**src/rtl/tally_display_core_pkg.sv**
```systemverilog
// rtl/tally_display_core_pkg.sv - seven-segment codes and count limits for tally_display_core
//   seg_code(d): active-low {dp,g,f,e,d,c,b,a} pattern for decimal digit d, blank otherwise
package tally_display_core_pkg;

    localparam int DEFAULT_SUM_LIMIT = 100;
    localparam int TARGET_MAX        = 30;

    localparam logic [7:0] SEG_0     = 8'hC0;
    localparam logic [7:0] SEG_1     = 8'hF9;
    localparam logic [7:0] SEG_2     = 8'hA4;
    localparam logic [7:0] SEG_3     = 8'hB0;
    localparam logic [7:0] SEG_4     = 8'h99;
    localparam logic [7:0] SEG_5     = 8'h92;
    localparam logic [7:0] SEG_6     = 8'h82;
    localparam logic [7:0] SEG_7     = 8'hF8;
    localparam logic [7:0] SEG_8     = 8'h80;
    localparam logic [7:0] SEG_9     = 8'h90;
    localparam logic [7:0] SEG_BLANK = 8'hFF;
    localparam logic [7:0] SEG_F     = 8'h8E;

    function automatic logic [7:0] seg_code(input logic [9:0] d);
        logic [7:0] code;
        case (d)
            10'd0:   code = SEG_0;
            10'd1:   code = SEG_1;
            10'd2:   code = SEG_2;
            10'd3:   code = SEG_3;
            10'd4:   code = SEG_4;
            10'd5:   code = SEG_5;
            10'd6:   code = SEG_6;
            10'd7:   code = SEG_7;
            10'd8:   code = SEG_8;
            10'd9:   code = SEG_9;
            default: code = SEG_BLANK;
        endcase
        return code;
    endfunction

endpackage

```
**src/rtl/tally_display_core_tick_divider.sv**
```systemverilog
// rtl/tally_display_core_tick_divider.sv - free-running divider emitting a one-clock tick every DIV clocks
//   clk  : system clock
//   rst  : synchronous active-high reset, counter to 0
//   tick : high for one clock while the counter sits at DIV-1
module tick_divider #(
    parameter int DIV = 2
) (
    input  logic clk,
    input  logic rst,
    output logic tick
);

    localparam int W = (DIV > 2) ? $clog2(DIV) : 1;

    logic [W-1:0] cnt;

    assign tick = (cnt == W'(DIV - 1));

    always_ff @(posedge clk) begin
        if (rst) begin
            cnt <= '0;
        end else if (tick) begin
            cnt <= '0;
        end else begin
            cnt <= cnt + W'(1);
        end
    end

endmodule

```
**src/rtl/tally_display_core.sv**
```systemverilog
// rtl/tally_display_core.sv - fill/total counter and 8-digit seven-segment scanner for the bottle filler
//   clk, rst          : system clock, synchronous active-high reset
//   run, enable       : counting requested / permitted; counting only while both are high
//   target            : pills per bottle, legal 1..30
//   full              : shows F on the leftmost digit
//   now_num, sum_num  : pills in current bottle, saturating grand total
//   flag              : bottles completed in this run, saturating at 63
//   an, seg           : active-low one-hot digit enable and {dp,g,f,e,d,c,b,a} segments
module tally_display_core
    import tally_display_core_pkg::*;
#(
    parameter int COUNT_DIV = 100_000_000,
    parameter int SCAN_DIV  = 150_000,
    parameter int SUM_LIMIT = DEFAULT_SUM_LIMIT
) (
    input  logic       clk,
    input  logic       rst,
    input  logic       run,
    input  logic       enable,
    input  logic [5:0] target,
    input  logic       full,
    output logic [5:0] now_num,
    output logic [9:0] sum_num,
    output logic [5:0] flag,
    output logic [7:0] an,
    output logic [7:0] seg
);

    logic       count_tick;
    logic       scan_tick;
    logic [2:0] idx;
    logic       target_ok;
    logic       sum_sat;

    tick_divider #(.DIV(COUNT_DIV)) u_count_div (
        .clk  (clk),
        .rst  (rst),
        .tick (count_tick)
    );

    tick_divider #(.DIV(SCAN_DIV)) u_scan_div (
        .clk  (clk),
        .rst  (rst),
        .tick (scan_tick)
    );

    always_ff @(posedge clk) begin
        if (rst) begin
            idx <= '0;
        end else if (scan_tick) begin
            idx <= idx + 3'd1;
        end
    end

    assign target_ok = (target != 6'd0) && (target <= 6'(TARGET_MAX));
    assign sum_sat   = (sum_num == 10'(SUM_LIMIT));

    // Dropping run/enable clears the bottle even on a tick edge; the total survives.
    always_ff @(posedge clk) begin
        if (rst) begin
            now_num <= '0;
            sum_num <= '0;
            flag    <= '0;
        end else if (!(run && enable)) begin
            now_num <= '0;
            flag    <= '0;
        end else if (count_tick && target_ok && !sum_sat) begin
            sum_num <= sum_num + 10'd1;
            if (now_num + 6'd1 == target) begin
                now_num <= '0;
                if (flag != 6'd63) begin
                    flag <= flag + 6'd1;
                end
            end else begin
                now_num <= now_num + 6'd1;
            end
        end
    end

    always_comb begin
        an  = ~(8'd1 << idx);
        seg = SEG_BLANK;
        case (idx)
            3'd0:    seg = seg_code(10'(now_num % 6'd10));
            3'd1:    seg = seg_code(10'(now_num / 6'd10));
            3'd4:    seg = seg_code(sum_num % 10'd10);
            3'd5:    seg = seg_code((sum_num / 10'd10) % 10'd10);
            3'd6:    seg = seg_code(sum_num / 10'd100);
            3'd7:    seg = full ? SEG_F : SEG_BLANK;
            default: seg = SEG_BLANK;
        endcase
    end

endmodule

```
**config.mk**
```make
export PLATFORM = sky130hd
export DESIGN_NAME = tally_display_core
export DESIGN_NICKNAME = d
export VERILOG_FILES = /design/src/rtl/tally_display_core_pkg.sv /design/src/rtl/tally_display_core_tick_divider.sv /design/src/rtl/tally_display_core.sv
export SDC_FILE = /design/constraint.sdc
export NUM_CORES = 1
export LEC_CHECK = 0
export CAP_MARGIN = 20
export CORE_ASPECT_RATIO = 0.8
export CORE_MARGIN = 5
export CORE_UTILIZATION = 60
export DETAILED_ROUTE_END_ITERATION = 10
export GPL_TIMING_DRIVEN = 0
export PLACE_DENSITY = 0.89
export SLEW_MARGIN = 20
export SYNTH_ARGS = -nofsm -noshare
export SYNTH_HDL_FRONTEND = slang
export SYNTH_SLANG_ARGS = --single-unit
```
**constraint.sdc**
```tcl
create_clock -name clk -period 15.19 [get_ports clk]
set_input_delay 1.519 -clock clk [delete_from_list [all_inputs] [get_ports clk]]
set_output_delay 1.519 -clock clk [all_outputs]
set_load 0.005 [all_outputs]
```
-- Yosys cells after proc, flatten, opt, wreduce, memory -nomap -nowiden
Memories as Yosys holds them, arrays and structs flattened.
Cells that the tools add are included.
- register bits: 70
- input bits: 11
- output and inout port bits: 38
- ROM bits: 560
- word-level logic and storage cells: 62
- memories: 5
- add/sub/neg operators: 6
- divide/modulo/power cells: 6
- equality and inequality tests: 10
- $lt $le $gt $ge: 1
- mux-type cells: 8
- reduce and logical (&&, ||, !) cells: 17
- shifts and indexed selects: 1
- bitwise logic cells: 2
- memories (name ; depth ; bits a word ; read ports ; clocked after Yosys merged registers in ; wr ports ; RTL line ; source):
    (no name shown) ; 16 ; 7 ; 1 ; 0 ; 0 ; tally_display_core_pkg.sv:23 ; case (d)
    (no name shown) ; 16 ; 7 ; 1 ; 0 ; 0 ; tally_display_core_pkg.sv:23 ;
    (no name shown) ; 16 ; 7 ; 1 ; 0 ; 0 ; tally_display_core_pkg.sv:23 ;
    (no name shown) ; 16 ; 7 ; 1 ; 0 ; 0 ; tally_display_core_pkg.sv:23 ;
    (no name shown) ; 16 ; 7 ; 1 ; 0 ; 0 ; tally_display_core_pkg.sv:23 ;
- operators with widths (operator ; count):
    8-bit one-hot mux with 6 select lines ; 1
    8-bit two-way mux ; 5
    6-bit zero test ; 5
    27-bit by 1-bit adder with 27-bit output (second input constant) ; 1
    27-bit equality test (second input constant) ; 1
    10-bit by 4-bit remainder unit with 10-bit output (second input constant) ; 2
    18-bit by 1-bit adder with 18-bit output (second input constant) ; 1
    18-bit equality test (second input constant) ; 1
    6-bit by 1-bit adder with 6-bit output (second input constant) ; 2
    3-bit equality test (second input constant) ; 4
    10-bit by 1-bit adder with 10-bit output (second input constant) ; 1
    10-bit by 4-bit divider with 10-bit output (second input constant) ; 1
    10-bit by 7-bit divider with 10-bit output (second input constant) ; 1
    6-bit by 4-bit divider with 10-bit output (second input constant) ; 1
    10-bit by 7-bit equality test with 1-bit output (second input constant) ; 1
    6-bit by 4-bit remainder unit with 10-bit output (second input constant) ; 1
    8-bit inverter ; 1
    1-bit by 3-bit left shift with 8-bit output (first input constant) ; 1
    7-bit two-way mux ; 1
    6-bit equality test ; 1
    6-bit by 5-bit less-or-equal comparator with 1-bit output (second input constant) ; 1
    6-bit two-way mux ; 1
    6-bit inequality test (second input constant) ; 1
    6-bit nonzero test ; 1
    other kinds (9) ; 14

-- Longest topological paths before layout
Gate-level depths: netlist of the first run.
- word-level depth: 5
- gate-level depth with buffers: 28
- gate-level depth less buffers: 26

-- Cells and area by module
A second synthesis of the first run with hierarchy kept.
- cells, all modules: 1084
- area total of the unflattened synthesis: 8065.2 µm²
- modules (own cells, without submodules) (module ; times used ; area each (µm²) ; seq. area each (µm²) ; cells each):
    tally_display_core ; 1 ; 5863.1 ; 500.5 ; 838
    tick_divider at u_count_div ; 1 ; 1311.3 ; 540.5 ; 149
    tick_divider at u_scan_div ; 1 ; 890.9 ; 360.3 ; 97

-- Worst setup path after synthesis of the first run
No wires, ideal clock.
- path type: register to output
- start point: register sum_num[6]
- end point: output seg[1]
- setup slack: 8.773 ns
- cell stages (with the launch flop): 25
- arrival time: 4.898 ns
- required time: 13.671 ns
- buffers on the path: 3
- path through: dfxtp_1 buf_4 buf_4 maj3_1 a21oi_1 ha_1 o311a_1 nand3_2 o21ai_0 nand2_1 ha_1 inv_1 o21ai_0 a31o_2 or3_1 and2_1 buf_6 a31o_2 a41oi_2 nor3_4 xnor2_1 inv_1 ha_1 a211oi_1 o221ai_1
- word-level cells in the longest chain between the ends: 5
- elaborated cells on any way between the ends: 14
- those cells by class: 4 x div; 4 x mux; 3 x reduce/logical; 3 x memory
- ends and longest elaborated chain (what ; RTL line ; source):
    from (decl) ; tally_display_core.sv:23 ; output logic [9:0] sum_num,
    from (signal assigned) ; tally_display_core.sv:68 ; sum_num <= sum_num + 10'd1;
    10-bit by 4-bit divider with 10-bit output ; tally_display_core.sv:87 ; 3'd5: seg = seg_code((sum_num / 10'd10) % 10'd10);
    10-bit by 4-bit remainder unit with 10-bit output ; tally_display_core.sv:87 ;
    memory 16 x 7 bit / 6-bit zero test (equally long branches) ; - ;
    8-bit two-way mux ; tally_display_core_pkg.sv:23 ;
    8-bit one-hot mux with 6 select lines (*) ; tally_display_core.sv:83 ; case (idx)
    to (decl) ; tally_display_core.sv:26 ; output logic [7:0] seg
Every way passes the cells marked *; elsewhere a longest branch is shown, timed or not.

-- Final worst setup path of the first run
- start point: register sum_num[8]
- end point: output seg[1]
Same word-level chain as after synthesis.

==> flow_metrics.py, run 1 <==
metrics = {
    "outcome": {
        "outcome": "finished clean",
    },
    "flow_run": {
        "maxCapViolCount": 0,
    },
    "grt": {
        "grt_max_degree": 15,
        "grt_pass1_wl_um": 31400,
        "grt_pass1_vias": 6618,
        "antenna_found_initial": 0,
        "grt.total_usage": 0.256,
        "grt_overflow": 0,
    },
    "setup_path": {
        "crit_fanout": 10,
        "crit_type": "reg2out",
        "crit_arrival_ns": 6.73,
        "r2r_slack_ns": 11.12,
        "critPathRequiredTime_ns": 13.67,
        "reg2reg_to": "sum_num[9]",
        "cp_slowest_stage_delay_ns": 0.53,
        "cp_common_cell": "inv_1",
        "cpMaxStageDelayCell": "clkdlybuf4s50_1",
        "reg2reg_depth": 13,
        "cp-end-kind": "output pin",
        "worstReg2RegStart": "u_count_div.cnt[0]",
        "worstSetupStartpointType": "flop",
    },
    "layout": {
        "area.growth.synth_to_final_pct": 13.6,
        "diodes": 0,
        "multi_input_area_um2": 5380,
        "final_nets": 1076,
        "register_area_um2": 1400,
        "drive_above_1_share": 0.0826,
        "num-fill-cells": 909,
    },
    "synth": {
        "synthMuxAreaShare": 0.0424,
        "async_flop_share": 0,
        "ys_warn_count": 0,
        "synth-adder-area-share": 0.104,
        "syn_area_per_cell_um2": 7.52,
        "syn_inst": 955,
        "synth_top_family_by_area": "simple AND/OR/NAND/NOR gates",
        "synth_flop_cell": "dfxtp_1",
        "synth_edf_count": 0,
        "syn-num-nets": 1019,
        "synth_cell_type_count": 103,
        "yosys.area_share.simple": 0.260,
        "ys_seq_area_frac": 0.195,
        "synth-xor-area-share": 0.0950,
        "ys_ff_latch": 70,
        "synth_compound_area_frac": 0.248,
        "netlist_area_um2": 7180,
    },
    "clocking": {
        "cts_resized": 0,
        "cts_tree": "built",
        "h-tree-depth": 3,
        "cts.clk_slew.worst_paths_ns": 0.06,
        "cts_made_buffers": 9,
        "post_cts_buffers": 0,
        "cts_root_buf": "clkbuf_16",
        "cts.sinks": 70,
        "postCtsHoldBufs": 0,
        "clk_latency_ns": 0.34,
        "clk_path_buf_depth": 2,
    },
    "sta": {
        "setup_ws_ns": 6.94,
        "hold_slack_ns": 0.476,
        "hold_violations": 0,
        "finClkSkew_ns": 0.00998,
        "max_slew_margin": 0.310,
        "period_minus_slack_ns": 8.25,
        "tightest_slew_ns": 1.03,
        "finalCritPeriodShare": 0.543,
        "timing.final.max_slew_violations": 0,
        "max_freq_mhz": 121,
        "setup_tns_ns": 0,
        "finalSetupViolations": 0,
        "rsz0062_at_grt": "false",
    },
    "floorplan": {
        "num_rows": 35,
        "design.die.area_um2": 14300,
        "die_h_um": 108,
        "design.portCount": 49,
        "die_w_um": 132,
        "start_util": 0.618,
        "coreArea_um2": 11600,
    },
    "hold_path": {
        "min_from": "u_scan_div.cnt[0]",
        "hold_depth": 1,
        "hold_path.class": "reg2reg",
        "whs_endpoint": "u_scan_div.cnt[0]",
    },
    "place": {
        "dpl_worst_slack_ns": 7.37,
        "hpwl_um": 13700,
        "place_congestion": 0.953,
        "io_buffers": 46,
    },
    "routing": {
        "ant_nets": 0,
        "vias_per_cell": 6.21,
        "num_vias": 7238,
        "wl_um": 18900,
        "wl_per_cell_um": 16.2,
        "drtPass1Iterations": 5,
        "drt_iter0_markers": 918,
        "drcViolationCount": 0,
    },
    "power_and_ir_drop": {
        "ir_worst_vdd_uv": 79.0,
        "power_density_nw_per_um2": 52.5,
        "p_leak_nw": 3.13,
    },
}
[cell type report]
cell class / instances / area share
inverter: 42 / 0.0193
buffer: 44 / 0.0295
tap: 148 / 0.0227
multi-input combinational: 799 / 0.660
sequential: 70 / 0.172
timing repair buffer: 46 / 0.0565
clock buffer: 9 / 0.0276
clock inverter: 7 / 0.0126
[state kept, by name, summed over array words and instances, names as in the netlist]
register / cells
flag: 6
sum_num: 10
u_count_div.cnt: 27
now_num: 6
u_scan_div.cnt: 18
idx: 3
[cell families (layout without fill, tap and decap cells)]
| kind of cell | Yosys count | after routing |
|---|---|---|
| fa+ha+maj | 61 | 61 |
| buf+inv | 86 | 148 |
| other cells | 1 | 1 |
| compound gates | 247 | 247 |
| simple gates | 385 | 385 |
| mux | 28 | 28 |
| flops | 70 | 70 |
| xor+xnor | 77 | 77 |
[per-layer routing]
metal,track usage,up-vias,part of all wire
met3,0.0435,35,0.068
met1,0.362,3348,0.47
met2,0.404,301,0.45
met5,0,-,0
met4,0.0661,0,0.016
li1,-,3554,-
[synth_stat cells, types with 9 or more instances]
cell type / count / area (um^2)
o21ai_0: 56 / 280
a21oi_1: 53 / 265
dfxtp_1: 70 / 1400
clkbuf_1: 24 / 90.1
nand2b_1: 9 / 56.3
nand4_1: 12 / 75.1
nand3_1: 36 / 180
o211ai_1: 11 / 82.6
a31oi_1: 11 / 68.8
xnor2_1: 41 / 359
mux2i_1: 19 / 190
nor2_1: 122 / 458
and3_1: 17 / 106
buf_4: 9 / 67.6
ha_1: 53 / 663
or3_1: 14 / 87.6
nand2_1: 103 / 387
inv_1: 39 / 146
nor3_1: 15 / 75.1
xor2_1: 35 / 307
[per-stage QoR]
step	utilization	total power, W	std cells	instance area, um^2
2_1_floorplan	-	0.000197	955	7180
3_3_place_gp	0.674	0.000201	1149	7820
3_5_place_dp	0.674	0.000201	1149	7820
4_1_cts	0.702	0.000429	1165	8150
5_1_grt	0.702	0.000440	1165	8150
6_report	0.702	0.000428	1165	8150
[layout by cell type (no fill, tap or decap), types with 6 or more instances in the layout]
cell type and instances:
a31oi_1 11, clkdlybuf4s50_1 46, o22ai_1 8, o21ai_0 56
dfxtp_1 70, and3_1 17, mux2i_1 19, buf_4 9
clkbuf_16 9, or3_1 14, xnor2_1 41, nand2b_1 9
inv_1 39, nor3_1 15, o31ai_1 6, clkbuf_1 24
nand3_1 36, xor2_1 35, a311oi_1 6, o21ai_1 7
or2_2 8, ha_1 53, nor2_1 122, a21oi_1 53
nand4_1 12, o211ai_1 11, nor2b_1 8, o221ai_1 6
maj3_1 8, nand2_1 103, a211oi_1 6, and2_1 8
[critical path, delay by kind of cell, from the launching register on]
family                     cells  cell delay (ns)
DFF                            1             0.49
adders and majority gates      3             0.69
muxes                          1             0.42
and+or+nand+nor                8             1.39
buffers and inverters          7             1.35
AOI/OAI and AO/OA             10             2.05
[power by group]
group,switching [W],internal (W)
combinational,0.00000654,0.00000522
sequential,0.00000117,0.000185
clock,0.0000846,0.000146
total,0.0000923,0.000336
[worst max-delay path by stage]
stage	startpoint	endpoint	cells after the start
after floorplan	sum_num[6]	seg[1]	24
after global placement	sum_num[8]	seg[1]	29
after detailed placement	sum_num[8]	seg[1]	29
after CTS	sum_num[8]	seg[1]	29
after global routing	sum_num[8]	seg[1]	26
final	sum_num[8]	seg[1]	29
Power figures use the tool's default switching activity.
==> run 2: changes to the inputs <==
Settings changed: CORE_UTILIZATION 60 to 55, PLACE_DENSITY 0.89 to 0.86.
Clock period 15.19 ns to 6.95 ns, I/O delays scaled along.
==> run 2 against run 1 <==
  * Sequential share of layout area fell by 0.71 points
  * Via count is 1.8% higher
  * Register-to-register slack lost 7.9 ns
  * Critical path depth fell by 4
  * Utilization is 3.8 points lower
  * Sequential power grew 120%
  * Largest cell class unchanged
  * Largest power group unchanged
  * Wire length is 1.3% higher
  * First-iteration DRC count down 12%
  * Worst hold slack got worse by 0.020 ns
  * Worst setup slack worse by 6.8 ns
  * Sequential cell count unchanged
==> flow_metrics.py, run 2 (synthesized netlist as in run 1, its figures left out) <==
metrics = {
    "grt": {
        "grt_max_degree": 13,
        "grt_pass1_wl_um": 31400,
        "gr-usage-met2": 0.367,
        "grt_pass1_vias": 6478,
        "antenna_found_initial": 0,
        "grt_overflow": 0,
        "grt-busiest-layer": "met2",
        "use_met1": 0.361,
        "met3_usage": 0.0291,
        "grt.total_usage": 0.238,
    },
    "power_and_ir_drop": {
        "ir_worst_vdd_uv": 185,
        "intPower_w": 0.000738,
        "combPwrFrac": 0.027,
        "power.switching_w": 0.000186,
        "seqPwrFrac": 0.441,
        "sw_frac_of_total": 0.201,
        "p_leak_nw": 3.26,
        "power_density_nw_per_um2": 109,
        "clkPwrFrac": 0.532,
    },
    "clocking": {
        "clk_latency_ns": 0.33,
        "cts_root_buf": "clkbuf_16",
        "cts_made_buffers": 9,
        "cts.sinks": 70,
        "clk_path_buf_depth": 2,
        "cts.clk_slew.worst_paths_ns": 0.05,
        "cts_tree": "built",
        "postCtsHoldBufs": 0,
        "h-tree-depth": 3,
    },
    "floorplan": {
        "die_w_um": 138,
        "die_h_um": 112,
        "coreArea_um2": 12800,
        "design.portCount": 49,
        "num_rows": 37,
        "design.die.area_um2": 15400,
        "start_util": 0.560,
    },
    "layout": {
        "final_nets": 1095,
        "utilization": 0.664,
        "num-fill-cells": 1038,
        "diodes": 0,
        "regMostFlops": "u_count_div.cnt",
        "top_regs": "u_count_div.cnt (27), u_scan_div.cnt (18), sum_num (10)",
        "drive_above_1_share": 0.120,
        "final_cell_area_um2": 8510,
        "layout_commonest_cell": "nor2_1",
        "largest_register_ffs": 27,
        "layout_common_cells": "nor2_1 (120), nand2_1 (103), dfxtp_1 (68), o21ai_0 (54), ha_1 (51)",
        "area.growth.synth_to_final_pct": 18.6,
    },
    "setup_path": {
        "cp_num_buf_inv": 6,
        "critPathRequiredTime_ns": 6.25,
        "reg2reg_depth": 13,
        "crit_type": "reg2out",
        "cpMaxStageDelayCell": "clkdlybuf4s50_1",
        "crit_fanout": 10,
        "crit_cells": 25,
        "cp-end-kind": "output pin",
        "cp_slowest_stage_delay_ns": 0.46,
        "worstSetupStartpointType": "flop",
        "crit_arrival_ns": 6.07,
        "critPathTopFamily": "compound AO/OA/AOI/OAI gates",
    },
    "routing": {
        "drt_iter0_markers": 808,
        "wl_per_cell_um": 15.8,
        "drcViolationCount": 0,
        "vias_per_cell": 6.09,
        "num_vias": 7366,
        "ant_nets": 0,
        "drtPass1Iterations": 5,
        "wl_um": 19100,
    },
    "place": {
        "place_area_um2": 7860,
        "place_congestion": 0.939,
        "dpl_worst_slack_ns": 0.00373,
        "io_buffers": 46,
        "hpwl_um": 13900,
    },
    "sta": {
        "timing.final.max_slew_violations": 0,
        "hold_slack_ns": 0.456,
        "hold_violations": 0,
        "setup_tns_ns": 0,
        "finClkSkew_ns": 0.00601,
        "finalSetupViolations": 0,
        "max_freq_mhz": 148,
        "period_minus_slack_ns": 6.77,
        "finalCritPeriodShare": 0.974,
        "max_slew_margin": 0.316,
        "tightest_slew_ns": 1.02,
        "setup_ws_ns": 0.180,
    },
    "flow_run": {
        "maxCapViolCount": 0,
    },
    "hold_path": {
        "hold_depth": 1,
        "hold_path.class": "reg2reg",
    },
    "outcome": {
        "outcome": "finished clean",
    },
}
[run 2: path summary, 6_finish.rpt]
kind,from,to,slack (ns)
setup / recovery,sum_num[9],seg[1],0.18
hold / removal,u_scan_div.cnt[0],u_scan_div.cnt[0],0.46
setup reg to reg,u_count_div.cnt[0],sum_num[9],3.23
hold reg to reg,u_scan_div.cnt[0],u_scan_div.cnt[0],0.46
[run 2: layout make-up]
cell class	instances	area (um^2)	area share
repair buffers	66	623	0.0732
multi-input cells	799	5550	0.652
clock inverters	5	83.8	0.00985
flip-flops and latches	70	1400	0.165
plain buffers	43	240	0.0282
inverters	42	158	0.0185
clock buffers	10	239	0.0281
well taps	175	219	0.0257
[run 2: per-stage QoR]
step	std cells	total power (W)
2_1_floorplan	955	0.000430
3_3_place_gp	1176	0.000439
3_5_place_dp	1176	0.000440
4_1_cts	1193	0.000927
5_1_grt	1210	0.000955
6_report	1210	0.000924
[run 2: metal layers]
metal,vias to the layer above,part of all wire
met5,-,0
met4,0,0.0094
met3,22,0.075
met2,310,0.46
met1,3450,0.46
li1,3584,-
[run 2: power by group through the flow]
stage	registers [W]	clock network, W	logic [W]
global route	0.000407	0.000520	0.0000279
finish	0.000407	0.000492	0.0000250
global placement	0.000415	0	0.0000242
CTS	0.000407	0.000495	0.0000249
floorplan	0.000415	0	0.0000147
detailed placement	0.000415	0	0.0000246
[run 2: timing repair]
action | CTS | global route
buffers inserted | 2 | 18
gates resized for setup | 4 | 33
endpoints found under the setup margin | 7 | 7
pin swaps | 1 | 6
==> run 3: changes to the inputs <==
Settings changed: CORE_MARGIN 5 to not set, CTS_CLUSTER_SIZE set to 12, SLEW_MARGIN 20 to not set.
==> run 3 against run 2 <==
  * Register-to-register slack got worse by 0.22 ns
  * First-iteration DRC count rose by 5.0%
  * Final cell count fell by 0.91%
  * Clock skew barely moved
  * Power fell by 0.17%
  * Sequential cell count did not move
  * Maximum frequency rose by 1.1%
  * Utilization rose by 1.5 points
  * Sequential share of layout area rose by 0.12 points
  * Sequential power barely moved
==> flow_metrics.py, run 3 (synthesized netlist as in run 1, its figures left out) <==
metrics = {
    "outcome": {
        "outcome": "finished clean",
    },
    "routing": {
        "wl_um": 19100,
        "drtPass1Iterations": 7,
        "drt_iter0_markers": 848,
        "ant_nets": 0,
        "num_vias": 7310,
        "drcViolationCount": 0,
        "wl_per_cell_um": 15.9,
        "vias_per_cell": 6.10,
    },
    "clocking": {
        "cts.clk_slew.worst_paths_ns": 0.05,
        "clk_path_buf_depth": 2,
        "cts_tree": "built",
        "cts_root_buf": "clkbuf_16",
        "cts_made_buffers": 9,
        "cts.sinks": 70,
        "clk_latency_ns": 0.32,
        "h-tree-depth": 3,
        "postCtsHoldBufs": 0,
    },
    "grt": {
        "grt_overflow": 0,
        "grt_pass1_vias": 6370,
        "grt_max_degree": 13,
        "grt_pass1_wl_um": 30900,
        "grt.total_usage": 0.277,
        "antenna_found_initial": 0,
    },
    "power_and_ir_drop": {
        "power_w": 0.000922,
        "ir_worst_vdd_uv": 172,
        "power_density_nw_per_um2": 109,
        "p_leak_nw": 3.22,
    },
    "sta": {
        "max_freq_mhz": 149,
        "max_slew_margin": 0.343,
        "timing.final.max_slew_violations": 0,
        "hold_slack_ns": 0.457,
        "finalCritPeriodShare": 0.964,
        "finClkSkew_ns": 0.00630,
        "period_minus_slack_ns": 6.70,
        "hold_violations": 0,
        "finalSetupViolations": 0,
        "tightest_slew_ns": 0.977,
    },
    "flow_run": {
        "maxCapViolCount": 0,
    },
    "layout": {
        "stdcell_count": 1199,
        "area.growth.synth_to_final_pct": 17.6,
        "final_nets": 1087,
        "num-fill-cells": 1040,
        "layout_commonest_cell": "nor2_1",
        "top_regs": "u_count_div.cnt (27), u_scan_div.cnt (18), sum_num (10)",
        "drive_above_1_share": 0.115,
        "layout_common_cells": "nor2_1 (121), nand2_1 (103), dfxtp_1 (69), o21ai_0 (54), ha_1 (51)",
        "largest_register_ffs": 27,
        "regMostFlops": "u_count_div.cnt",
        "diodes": 0,
    },
    "floorplan": {
        "design.portCount": 49,
        "die_w_um": 130,
        "start_util": 0.577,
        "num_rows": 36,
        "die_h_um": 104,
        "design.die.area_um2": 13500,
        "coreArea_um2": 12400,
    },
    "setup_path": {
        "cp_slowest_stage_delay_ns": 0.47,
        "cpMaxStageDelayCell": "clkdlybuf4s50_1",
        "critPathRequiredTime_ns": 6.25,
        "cp_num_buf_inv": 6,
        "cp-end-kind": "output pin",
        "critPathTopFamily": "compound AO/OA/AOI/OAI gates",
        "crit_type": "reg2out",
        "crit_fanout": 10,
        "crit_arrival_ns": 6.00,
        "worstSetupStartpointType": "flop",
    },
    "place": {
        "io_buffers": 46,
        "hpwl_um": 13800,
        "place_inst": 1172,
        "place_congestion": 0.967,
    },
    "hold_path": {
        "hold_path.class": "reg2reg",
    },
}
==> run 3: report_power, final <==
group          internal (W)  switching, W  total (W)
logic             0.0000114     0.0000141  0.0000255
clock network      0.000324      0.000165   0.000490
registers          0.000404    0.00000253   0.000407
==> run 3: per-layer routing <==
layer,vias up,track usage,share of wire
li1,3574,-,-
met1,3402,0.410,0.47
met2,300,0.424,0.45
met3,34,0.0381,0.060
met4,0,0.0507,0.013
met5,-,0,0
==> run 3: timing repair <==
action,CTS,global route
buffers inserted,1,11
hold endpoints to repair,0,0
setup endpoints to repair,7,7
gates resized for setup,5,31
pin swaps,0,8
==> run 3: cell type report <==
cell class | count | area [um^2] | share of cell area
Buffer | 43 | 238 | 0.0282
Tap cell | 171 | 214 | 0.0253
Clock buffer | 11 | 243 | 0.0287
Multi-Input combinational cell | 799 | 5560 | 0.658
Clock inverter | 5 | 81.3 | 0.00963
Timing Repair Buffer | 58 | 551 | 0.0652
Sequential cell | 70 | 1400 | 0.166
Inverter | 42 | 158 | 0.0187
==> run 3: stage by stage <==
step / utilization / area, um^2 / setup TNS [ns] / setup slack [ns]
after global routing: 0.679 / 8440 / -0.138 / -0.0532
after detailed placement: 0.632 / 7850 / 0 / 0.00104
after CTS: 0.660 / 8200 / 0 / 0.0132
after global placement: 0.632 / 7850 / 0 / 0.0974
final: 0.679 / 8440 / 0 / 0.252
after floorplan: - / 7180 / 0 / 1.36
==> run 3: worst paths after layout <==
| check | startpoint | endpoint | slack (ns) | cells after the start |
|---|---|---|---|---|
| hold reg to reg | u_scan_div.cnt[0] | u_scan_div.cnt[0] | 0.46 | 1 |
| setup / recovery | sum_num[7] | seg[1] | 0.25 | 25 |
| hold / removal | u_scan_div.cnt[0] | u_scan_div.cnt[0] | 0.46 | 1 |
| setup reg to reg | u_count_div.cnt[0] | sum_num[9] | 3.01 | 13 |
